## config.mk

```make
export PLATFORM = sky130hd
export DESIGN_NAME = fetch_queue
export DESIGN_NICKNAME = d
export VERILOG_FILES = /design/src/rtl/mips_pkg.sv /design/src/rtl/fetch_fifo.sv /design/src/rtl/fetch_queue.sv
export SDC_FILE = /design/constraint.sdc
export NUM_CORES = 1
export LEC_CHECK = 0
export ABC_AREA = 1
export CAP_MARGIN = 20
export CORE_MARGIN = 1
export CORE_UTILIZATION = 48
export CTS_CLUSTER_DIAMETER = 80
export DETAILED_ROUTE_END_ITERATION = 12
export HOLD_SLACK_MARGIN = 0.03
export PLACE_DENSITY = 0.79
export SYNTH_ARGS = -nofsm -noshare
export SYNTH_HDL_FRONTEND = slang
export SYNTH_SLANG_ARGS = --single-unit
```

## constraint.sdc

```tcl
create_clock -name clk -period 3.2 [get_ports clk]
set_clock_uncertainty 0.15 [all_clocks]
set_input_delay 0.48 -clock clk [delete_from_list [all_inputs] [get_ports clk]]
set_output_delay 0.48 -clock clk [all_outputs]
set_load 0.005 [all_outputs]
```

## src/rtl/mips_pkg.sv

```systemverilog
// Shared constants for the MIPS front end.
// Declares the default program-counter width, the instruction-memory word-address
// width, the instruction width and the prefetch queue depth used by fetch_queue.
package mips_pkg;

   localparam int PC_WIDTH       = 6;
   localparam int CODE_DIR_WIDTH = 4;
   localparam int INSTR_WIDTH    = 32;
   localparam int FIFO_DEPTH     = 2;

endpackage

```

## src/rtl/fetch_fifo.sv

```systemverilog
// Synchronous FIFO that holds prefetched {PC+4, instruction} entries.
// Ports:
//   clk, rst    - rising-edge clock, asynchronous active-low reset
//   flush       - drop every entry (wins over push and pop)
//   push, wdata - write an entry at the tail
//   pop         - advance the head (ignored when empty)
//   rdata       - head entry, reads 0 when empty
//   count       - number of stored entries
//   valid       - head holds an entry
module fetch_fifo #(
   parameter  int WIDTH = 38,
   parameter  int DEPTH = 2,
   localparam int CW    = $clog2(DEPTH + 1),
   localparam int PW    = (DEPTH > 1) ? $clog2(DEPTH) : 1
) (
   input  logic             clk,
   input  logic             rst,
   input  logic             flush,
   input  logic             push,
   input  logic             pop,
   input  logic [WIDTH-1:0] wdata,
   output logic [WIDTH-1:0] rdata,
   output logic [CW-1:0]    count,
   output logic             valid
);

   logic [WIDTH-1:0] mem [DEPTH];
   logic [PW-1:0]    rd_ptr;
   logic [PW-1:0]    wr_ptr;
   logic             do_push;
   logic             do_pop;

   function automatic logic [PW-1:0] ptr_inc(input logic [PW-1:0] p);
      return (p == PW'(DEPTH - 1)) ? '0 : p + PW'(1);
   endfunction

   assign valid   = (count != '0);
   assign do_pop  = pop && valid;
   // A push into a full queue is only legal when the head leaves on the same edge.
   assign do_push = push && ((count != CW'(DEPTH)) || do_pop);

   always_ff @(posedge clk or negedge rst) begin
      if (!rst) begin
         rd_ptr <= '0;
         wr_ptr <= '0;
         count  <= '0;
      end else if (flush) begin
         rd_ptr <= '0;
         wr_ptr <= '0;
         count  <= '0;
      end else begin
         if (do_push) wr_ptr <= ptr_inc(wr_ptr);
         if (do_pop)  rd_ptr <= ptr_inc(rd_ptr);
         case ({do_push, do_pop})
            2'b10:   count <= count + CW'(1);
            2'b01:   count <= count - CW'(1);
            default: count <= count;
         endcase
      end
   end

   // Storage needs no reset; entries are only observed while count says so.
   always_ff @(posedge clk) begin
      if (!flush && do_push) mem[wr_ptr] <= wdata;
   end

   assign rdata = valid ? mem[rd_ptr] : '0;

endmodule

```

## src/rtl/fetch_queue.sv

```systemverilog
// Instruction fetch stage with a small prefetch queue.
// Issues one instruction-memory read per cycle while queue credit remains, captures
// the response one cycle later and presents the queue head to IF/ID.
// Ports:
//   clk, rst                     - rising-edge clock, asynchronous active-low reset
//   branch_taken, branch_target  - redirect from EX/MEM, highest priority
//   stall                        - IF/ID not accepting the head this cycle
//   imem_req, imem_addr          - fetch request and word address
//   imem_rdata                   - instruction word, valid the cycle after imem_req
//   out_valid, Instruction       - queue head and its valid flag
//   PCnext                       - fetch PC + 4 of the head instruction
//   PCout                        - current fetch PC register
module fetch_queue
   import mips_pkg::INSTR_WIDTH;
#(
   parameter int PC_WIDTH       = mips_pkg::PC_WIDTH,
   parameter int CODE_DIR_WIDTH = mips_pkg::CODE_DIR_WIDTH,
   parameter int FIFO_DEPTH     = mips_pkg::FIFO_DEPTH
) (
   input  logic                      clk,
   input  logic                      rst,
   input  logic                      branch_taken,
   input  logic [PC_WIDTH-1:0]       branch_target,
   input  logic                      stall,
   output logic                      imem_req,
   output logic [CODE_DIR_WIDTH-1:0] imem_addr,
   input  logic [INSTR_WIDTH-1:0]    imem_rdata,
   output logic                      out_valid,
   output logic [INSTR_WIDTH-1:0]    Instruction,
   output logic [PC_WIDTH-1:0]       PCnext,
   output logic [PC_WIDTH-1:0]       PCout
);

   localparam int CW = $clog2(FIFO_DEPTH + 1);
   localparam int EW = PC_WIDTH + INSTR_WIDTH;

   logic [PC_WIDTH-1:0] pc;
   logic [PC_WIDTH-1:0] pc_plus4;
   logic [PC_WIDTH-1:0] tag;
   logic                inflight;
   logic [CW-1:0]       count;
   logic [CW:0]         credit;
   logic                pop;
   logic                push;
   logic [EW-1:0]       head;

   assign pc_plus4 = pc + PC_WIDTH'(4);
   assign pop      = out_valid && !stall;
   assign push     = inflight && !branch_taken;

   // Occupancy after this edge if nothing new were issued; an issue is allowed only
   // while this leaves room for the response it will produce next cycle.
   assign credit   = {1'b0, count} + {{CW{1'b0}}, inflight} - {{CW{1'b0}}, pop};
   assign imem_req = rst && !branch_taken && (credit < (CW + 1)'(FIFO_DEPTH));
   assign imem_addr = pc[CODE_DIR_WIDTH+1:2];
   assign PCout     = pc;

   always_ff @(posedge clk or negedge rst) begin
      if (!rst) begin
         pc       <= '0;
         inflight <= 1'b0;
         tag      <= '0;
      end else if (branch_taken) begin
         // The response arriving this cycle belongs to the old path and is dropped.
         pc       <= branch_target & ~PC_WIDTH'(3);
         inflight <= 1'b0;
      end else begin
         inflight <= imem_req;
         if (imem_req) begin
            pc  <= pc_plus4;
            tag <= pc_plus4;
         end
      end
   end

   fetch_fifo #(
      .WIDTH (EW),
      .DEPTH (FIFO_DEPTH)
   ) u_fifo (
      .clk   (clk),
      .rst   (rst),
      .flush (branch_taken),
      .push  (push),
      .pop   (pop),
      .wdata ({tag, imem_rdata}),
      .rdata (head),
      .count (count),
      .valid (out_valid)
   );

   // The FIFO already returns zero when empty.
   assign Instruction = head[INSTR_WIDTH-1:0];
   assign PCnext      = head[EW-1:INSTR_WIDTH];

endmodule

```

# Yosys cells after proc, flatten, opt, wreduce, memory -nomap -nowiden
# Memory sizes are Yosys's and may differ from the RTL's.
# Index checks and enable logic that the tools add are counted.
[totals]
reg_bits = 17
ramBits = 76
input_bits = 42
output_inout_bits = 50
elab_cells = 49
mem_count = 1
[memory_table]
columns = ["name", "words", "width", "rd", "rd_clocked_by_memory_dff", "wr", "line", "rtl"]
rows = [
  ["u_fifo.mem", 2, 38, 1, 0, 1, "fetch_fifo.sv:27", "logic [WIDTH-1:0] mem [DEPTH];"],
]
[op_classes]
addsub = 7
magnitude_cmp = 1
n_eq_ne = 3
n_mux = 14
bitwise = 1
n_reduce_logical = 16
[ops]
columns = ["cell", "n"]
rows = [
  ["$mux W38", 1],
  ["$mux W6", 2],
  ["$mux W1", 9],
  ["$reduce_bool A2 Y1", 4],
  ["$logic_and A1 B1 Y1", 7],
  ["$add A6 B3 Y6 const B", 1],
  ["$pmux W2 S2", 1],
  ["$add A2 B1 Y3", 1],
  ["$lt A3 B2 Y1 const B", 1],
  ["$reduce_bool A3 Y1", 1],
  ["$sub A3 B1 Y3", 1],
  ["$add A1 B1 Y1 const B", 2],
  ["$add A2 B1 Y2 const B", 1],
  ["$eq A2 B1 Y1 const B", 1],
  ["$eq A2 B2 Y1 const B", 1],
  ["$logic_not A1 Y1", 2],
  ["$mux W2", 1],
  ["$ne A2 B2 Y1 const B", 1],
  ["$reduce_and A2 Y1", 1],
  ["$sub A2 B1 Y2 const B", 1],
  ["$logic_or A1 B1 Y1", 1],
  ["$not A1 Y1", 1],
]

# Depth between registers and ports, before layout
[logic_depth]
ltp_word = 8
ltp_mapped = 13
mapped_depth_nobuf = 11

# Modules after synthesis
# From an unflattened synthesis, not the netlist that was laid out.
[hier_totals]
hier_cells = 312
area_unflattened_um2 = 3791.1
[by_module_without_submodules]
columns = ["module", "n_inst", "cells_each", "area_each_um2", "seq_area_each_um2"]
rows = [
  ["fetch_fifo", 1, 241, 3188.1, 2382.3],
  ["fetch_queue", 1, 71, 603.1, 225.2],
]

# Worst setup path before layout
# OpenSTA, ideal clock, no wires.
[synth_path]
path_kind = "input-to-reg"
start = "input port branch_taken"
end = "memory u_fifo.mem[1][0], enable pin"
setup_ps = 429
t_arrival_ps = 2431
t_required_ps = 2621
slack_ps = 190
stages = 4
path_buffers = 1
cell_sequence = "buf_2 nor2_2 nand2_4 nor2_1"
[synth_between]
elab_chain_len = 6
[synth_lines]
columns = ["element", "line", "rtl"]
rows = [
  ["start, declared", "fetch_queue.sv:22", "input logic branch_taken,"],
  ["$logic_not A1 Y1 (*)", "fetch_fifo.sv:64, fetch_queue.sv:49", ""],
  ["$logic_and A1 B1 Y1", "fetch_queue.sv:49", "assign push = inflight && !branch_taken;"],
  ["$logic_and A1 B1 Y1", "fetch_fifo.sv:40", "assign do_push = push && ((count != CW'(DEPTH)) || do_pop);"],
  ["$logic_and A1 B1 Y1 (*)", "fetch_fifo.sv:64", "if (!flush && do_push) mem[wr_ptr] <= wdata;"],
  ["$mux W1 (*)", "fetch_fifo.sv:64", ""],
  ["$mux W1 (implied by the code) (*)", "fetch_fifo.sv:64", ""],
  ["end, declared", "fetch_fifo.sv:27", ""],
]
# Mark *: on every way between the ends. The rest lies on a longest branch, timed or not.

# Worst setup path after layout
[layout_path]
start = "register u_fifo.count[0]"
end = "output port imem_req"
[layout_between]
elab_chain_len = 5
word_cells_on_any_way = 6
cone_classes = "add/sub (2); order compare (1); reduce/logical (3)"
[layout_lines]
columns = ["element", "line", "rtl"]
rows = [
  ["start, declared", "fetch_fifo.sv:23", "output logic [CW-1:0] count,"],
  ["start signal, assigned", "fetch_fifo.sv:55", "2'b10: count <= count + CW'(1);"],
  ["start signal, assigned", "fetch_fifo.sv:56", "2'b01: count <= count - CW'(1);"],
  ["start signal, assigned", "fetch_fifo.sv:57", "default: count <= count;"],
  ["parallel branches: the longest is 2 deep, another holds $add A2 B1 Y3", "--", ""],
  ["$sub A3 B1 Y3 (*)", "fetch_queue.sv:53", "assign credit = {1'b0, count} + {{CW{1'b0}}, inflight} - {{CW{1'b0}}, pop};"],
  ["$lt A3 B2 Y1 (*)", "fetch_queue.sv:54", "assign imem_req = rst && !branch_taken && (credit < (CW + 1)'(FIFO_DEPTH));"],
  ["$logic_and A1 B1 Y1 (*)", "fetch_queue.sv:54", ""],
  ["end, declared", "fetch_queue.sv:25", "output logic imem_req,"],
]
# Every way passes the cells marked *.

==> results.sh <==
export IMPL_outcome="completed"
export IMPL_area_growth_pct=34.1
export IMPL_criticalPathCategory="flop to output pin"
export IMPL_crit_chain="nor2_4 -> nor2_4 -> ha_1 -> or2_2 -> fa_1 -> nand2_1 -> nor2_1 -> nand2_1 -> inv_2 -> clkbuf_2"
export IMPL_postSynth_asyncResetShare_pct=15.3
export IMPL_start_util_pct=50.4
export IMPL_filler_cell_count=534
export IMPL_totalWireLength_um=6970
export IMPL_drt_iter0_drc=98
export IMPL_synth_top_flop_cell="edfxtp_1"
export IMPL_synth_top_area_share_pct=62.2
export IMPL_slew_headroom_pct=56.4
export IMPL_root_buffer="clkbuf_8"
export IMPL_avgSynthCellArea_um2=12.1
export IMPL_placed_cell_area_mm2=0.00440
export IMPL_finalCriticalPeriod_ps=3060
export IMPL_synth_edf_count=72
export IMPL_fin_crit_sh_pct=95.5
export IMPL_grt_pass1_vias=2327
export IMPL_netSwitchingPower_mw=0.717
export IMPL_rr_worst_depth=11
export IMPL_post_drt_wl_per_cell_um=14.5
export IMPL_yosysUniqueCellTypes=28
export IMPL_clockPowerShare_pct=30.5
export IMPL_comb_power_share_pct=20.5
export IMPL_htree_levels=3
export IMPL_regToRegSetupSlack_ps=600
export IMPL_fin_ws_ps=144
export IMPL_clockBufferDepth=2
export IMPL_num_antenna_cells=0
export IMPL_grt_ovfl_total=0
export IMPL_slowest_delay_ps=490
export IMPL_yosysWarnings=0
export IMPL_fin_nets=424
export IMPL_vias=2371
export IMPL_dpl_hpwl_um=4360
export IMPL_vdd_drop_max_mv=0.312
export IMPL_maxSlewViolCount=0
export IMPL_p_int_mw=2.07
export IMPL_syn_area_mm2=0.00348
export IMPL_grt_max_degree=39
export IMPL_final_hold_viol_count=0
export IMPL_port_buffers=85
export IMPL_cts_sinks=85
export IMPL_dr_pass1_iters=4
export IMPL_critPathMaxFanout=3
export IMPL_finalNonFillerCells=480
export IMPL_io_pins=92
export IMPL_grt_pass1_wl_um=11000
export IMPL_r2r_end="PCout[2]$_DFFE_PN0P_"
export IMPL_drive_above_1_share_pct=12.2
export IMPL_power_mw=2.79
export IMPL_critPathRequiredTime_ps=2570
export IMPL_startpoint="u_fifo.count[0]$_DFFE_PN0P_"
export IMPL_clock_latency_ps=350
export IMPL_critPathBufInv=2
export IMPL_place_gp_congestion=0.862
export IMPL_antenna_found_initial=0
export IMPL_track_usage_pct=19.6
export IMPL_startpoint_type="flop"
export IMPL_postCtsHoldBufs=0
export IMPL_synth_area_top_cells="edfxtp_1 62%, nand2_1 11%, dfrtp_1 9.4%, a21oi_1 5.3%, buf_4 2.8%"
export IMPL_worst_pin_slew_ps=652
export IMPL_design_area_mm2=0.00467
export IMPL_dieArea_mm2=0.00759
export IMPL_synth_cells=288
export IMPL_path_delay_family="adder cells"
export IMPL_clkTransAtPathRegs_ps=90
export IMPL_power_switching_share_pct=25.7
export IMPL_pre_cts_slack_ps=-334
export IMPL_dieWidth_um=87.1
export IMPL_synth_seq_cells=85
export IMPL_core_mm2=0.00691
export IMPL_worstPathArrival_ps=2430
export IMPL_cts_tree="built"
export IMPL_vias_per_cell=4.94
export IMPL_worst_hold_path_type="primary input to asynchronous set/reset pin"
export IMPL_ys_seq_area_share_pct=71.5
export IMPL_rows=30
export IMPL_dp_cells=459
export IMPL_synth_common_cells="99 x nand2_1, 72 x edfxtp_1, 37 x a21oi_1, 13 x buf_4, 13 x dfrtp_1"
export IMPL_drc=0
export IMPL_powerDensity_mw_per_mm2=597
export IMPL_r2r_start="u_fifo.count[0]$_DFFE_PN0P_"
export IMPL_pwr_share_seq_pct=49.0
export IMPL_cp_slowest_cell="fa_1"
export IMPL_cp_end_kind="output pin"
export IMPL_yosysMostFrequentCell="nand2_1"
export IMPL_ant_nets=0
export IMPL_synth_top_area_cell="edfxtp_1"
export IMPL_die_h_um=87.1
export IMPL_power_leakage_nw=1.74
export IMPL_cap_viol_max_count=0
export IMPL_numCtsBuffers=9
export IMPL_max_freq_mhz=327
export IMPL_setup_viol=0
-- how the worst max path moves through the flow --
stage	end	slack, ps	cells past startpoint
4_1_cts	imem_req	40	10
6_report	imem_req	140	10
2_1_floorplan	u_fifo.mem[1][0]$_DFFE_PP_	190	4
5_1_grt	imem_req	-0.8	10
3_5_place_dp	imem_req	-330	10
3_3_place_gp	imem_req	-320	10
-- power groups by stage --
stage	registers (mW)	clock network [mW]	logic, mW
2_1_floorplan	1.37	0	0.279
3_3_place_gp	1.38	0	0.542
3_5_place_dp	1.39	0	0.558
4_1_cts	1.37	0.865	0.574
5_1_grt	1.38	0.911	0.629
6_report	1.36	0.851	0.572
-- through the flow --
stage / util (%) / hold slack (ps) / TNS [ps]
after floorplan: - / 34.4 / 0
after global placement: 63.7 / 307 / -316
after detailed placement: 63.7 / 327 / -334
after CTS: 67.5 / 313 / 0
after global routing: 67.6 / 308 / -0.843
final: 67.6 / 313 / 0
-- cell usage in the layout, fill, tap and decap left out, types with 2 or more instances in the layout --
cell type        netlist  layout
bufinv_16              0       2
nand3_2                2       2
clkinv_4               0       2
a21oi_1               37      37
inv_1                  5       5
nand2_1               99      99
nand3_1               10      10
conb_1                 1       4
ha_1                   2       2
clkbuf_8               0      10
nand4_1                3       3
edfxtp_1              72      72
nand2_2                2       2
dfrtp_1               13      12
buf_4                 13      14
xnor2_1                2       2
nor2_4                 2       4
clkdlybuf4s50_1        0      83
inv_2                  3       3
-- routing by layer --
| layer | GRT usage, % | vias up | share of wire (%) |
|---|---|---|---|
| met5 | 0 | - | 0 |
| li1 | - | 1152 | - |
| met2 | 35.4 | 69 | 53 |
| met3 | 5.59 | 9 | 5.6 |
| met1 | 22.4 | 1141 | 41 |
| met4 | 6.71 | 0 | 1.3 |
-- cell type report --
| class | instances | area, um2 | area share (%) |
|---|---|---|---|
| Tap cell | 96 | 120 | 2.57 |
| Sequential cell | 85 | 2490 | 53.3 |
| Multi-Input combinational cell | 175 | 842 | 18.0 |
| Clock inverter | 6 | 93.8 | 2.01 |
| Inverter | 9 | 33.8 | 0.724 |
| Timing Repair Buffer | 99 | 950 | 20.4 |
| Clock buffer | 10 | 138 | 2.95 |
-- sequential cells by signal, indices dropped and copies added (netlist names) --
| register | flops |
|---|---|
| u_fifo.mem | 72 |
| PCout | 4 |
| tag | 4 |
| u_fifo.count | 2 |
| inflight | 1 |
| u_fifo.rd_ptr | 1 |
| u_fifo.wr_ptr | 1 |
-- kinds of logic after synthesis --
family | after synthesis | share of synthesized area [%]
buffers and inverters | 31 | 5.04
XOR/XNOR | 3 | 0.756
flip-flops | 85 | 71.5
AND/OR/NAND/NOR | 125 | 15.4
adder cells (fa/ha/maj) | 3 | 1.29
other | 1 | 0.108
AO/OA/AOI/OAI | 40 | 5.86
-- repair_timing --
action | 4_1_cts | 5_1_grt
pin swaps | 2 | 2
gates resized for setup | 3 | 2
endpoints found under the setup margin | 1 | 1
setup buffers | 4 | 1
(Power assumes the default switching activity.)
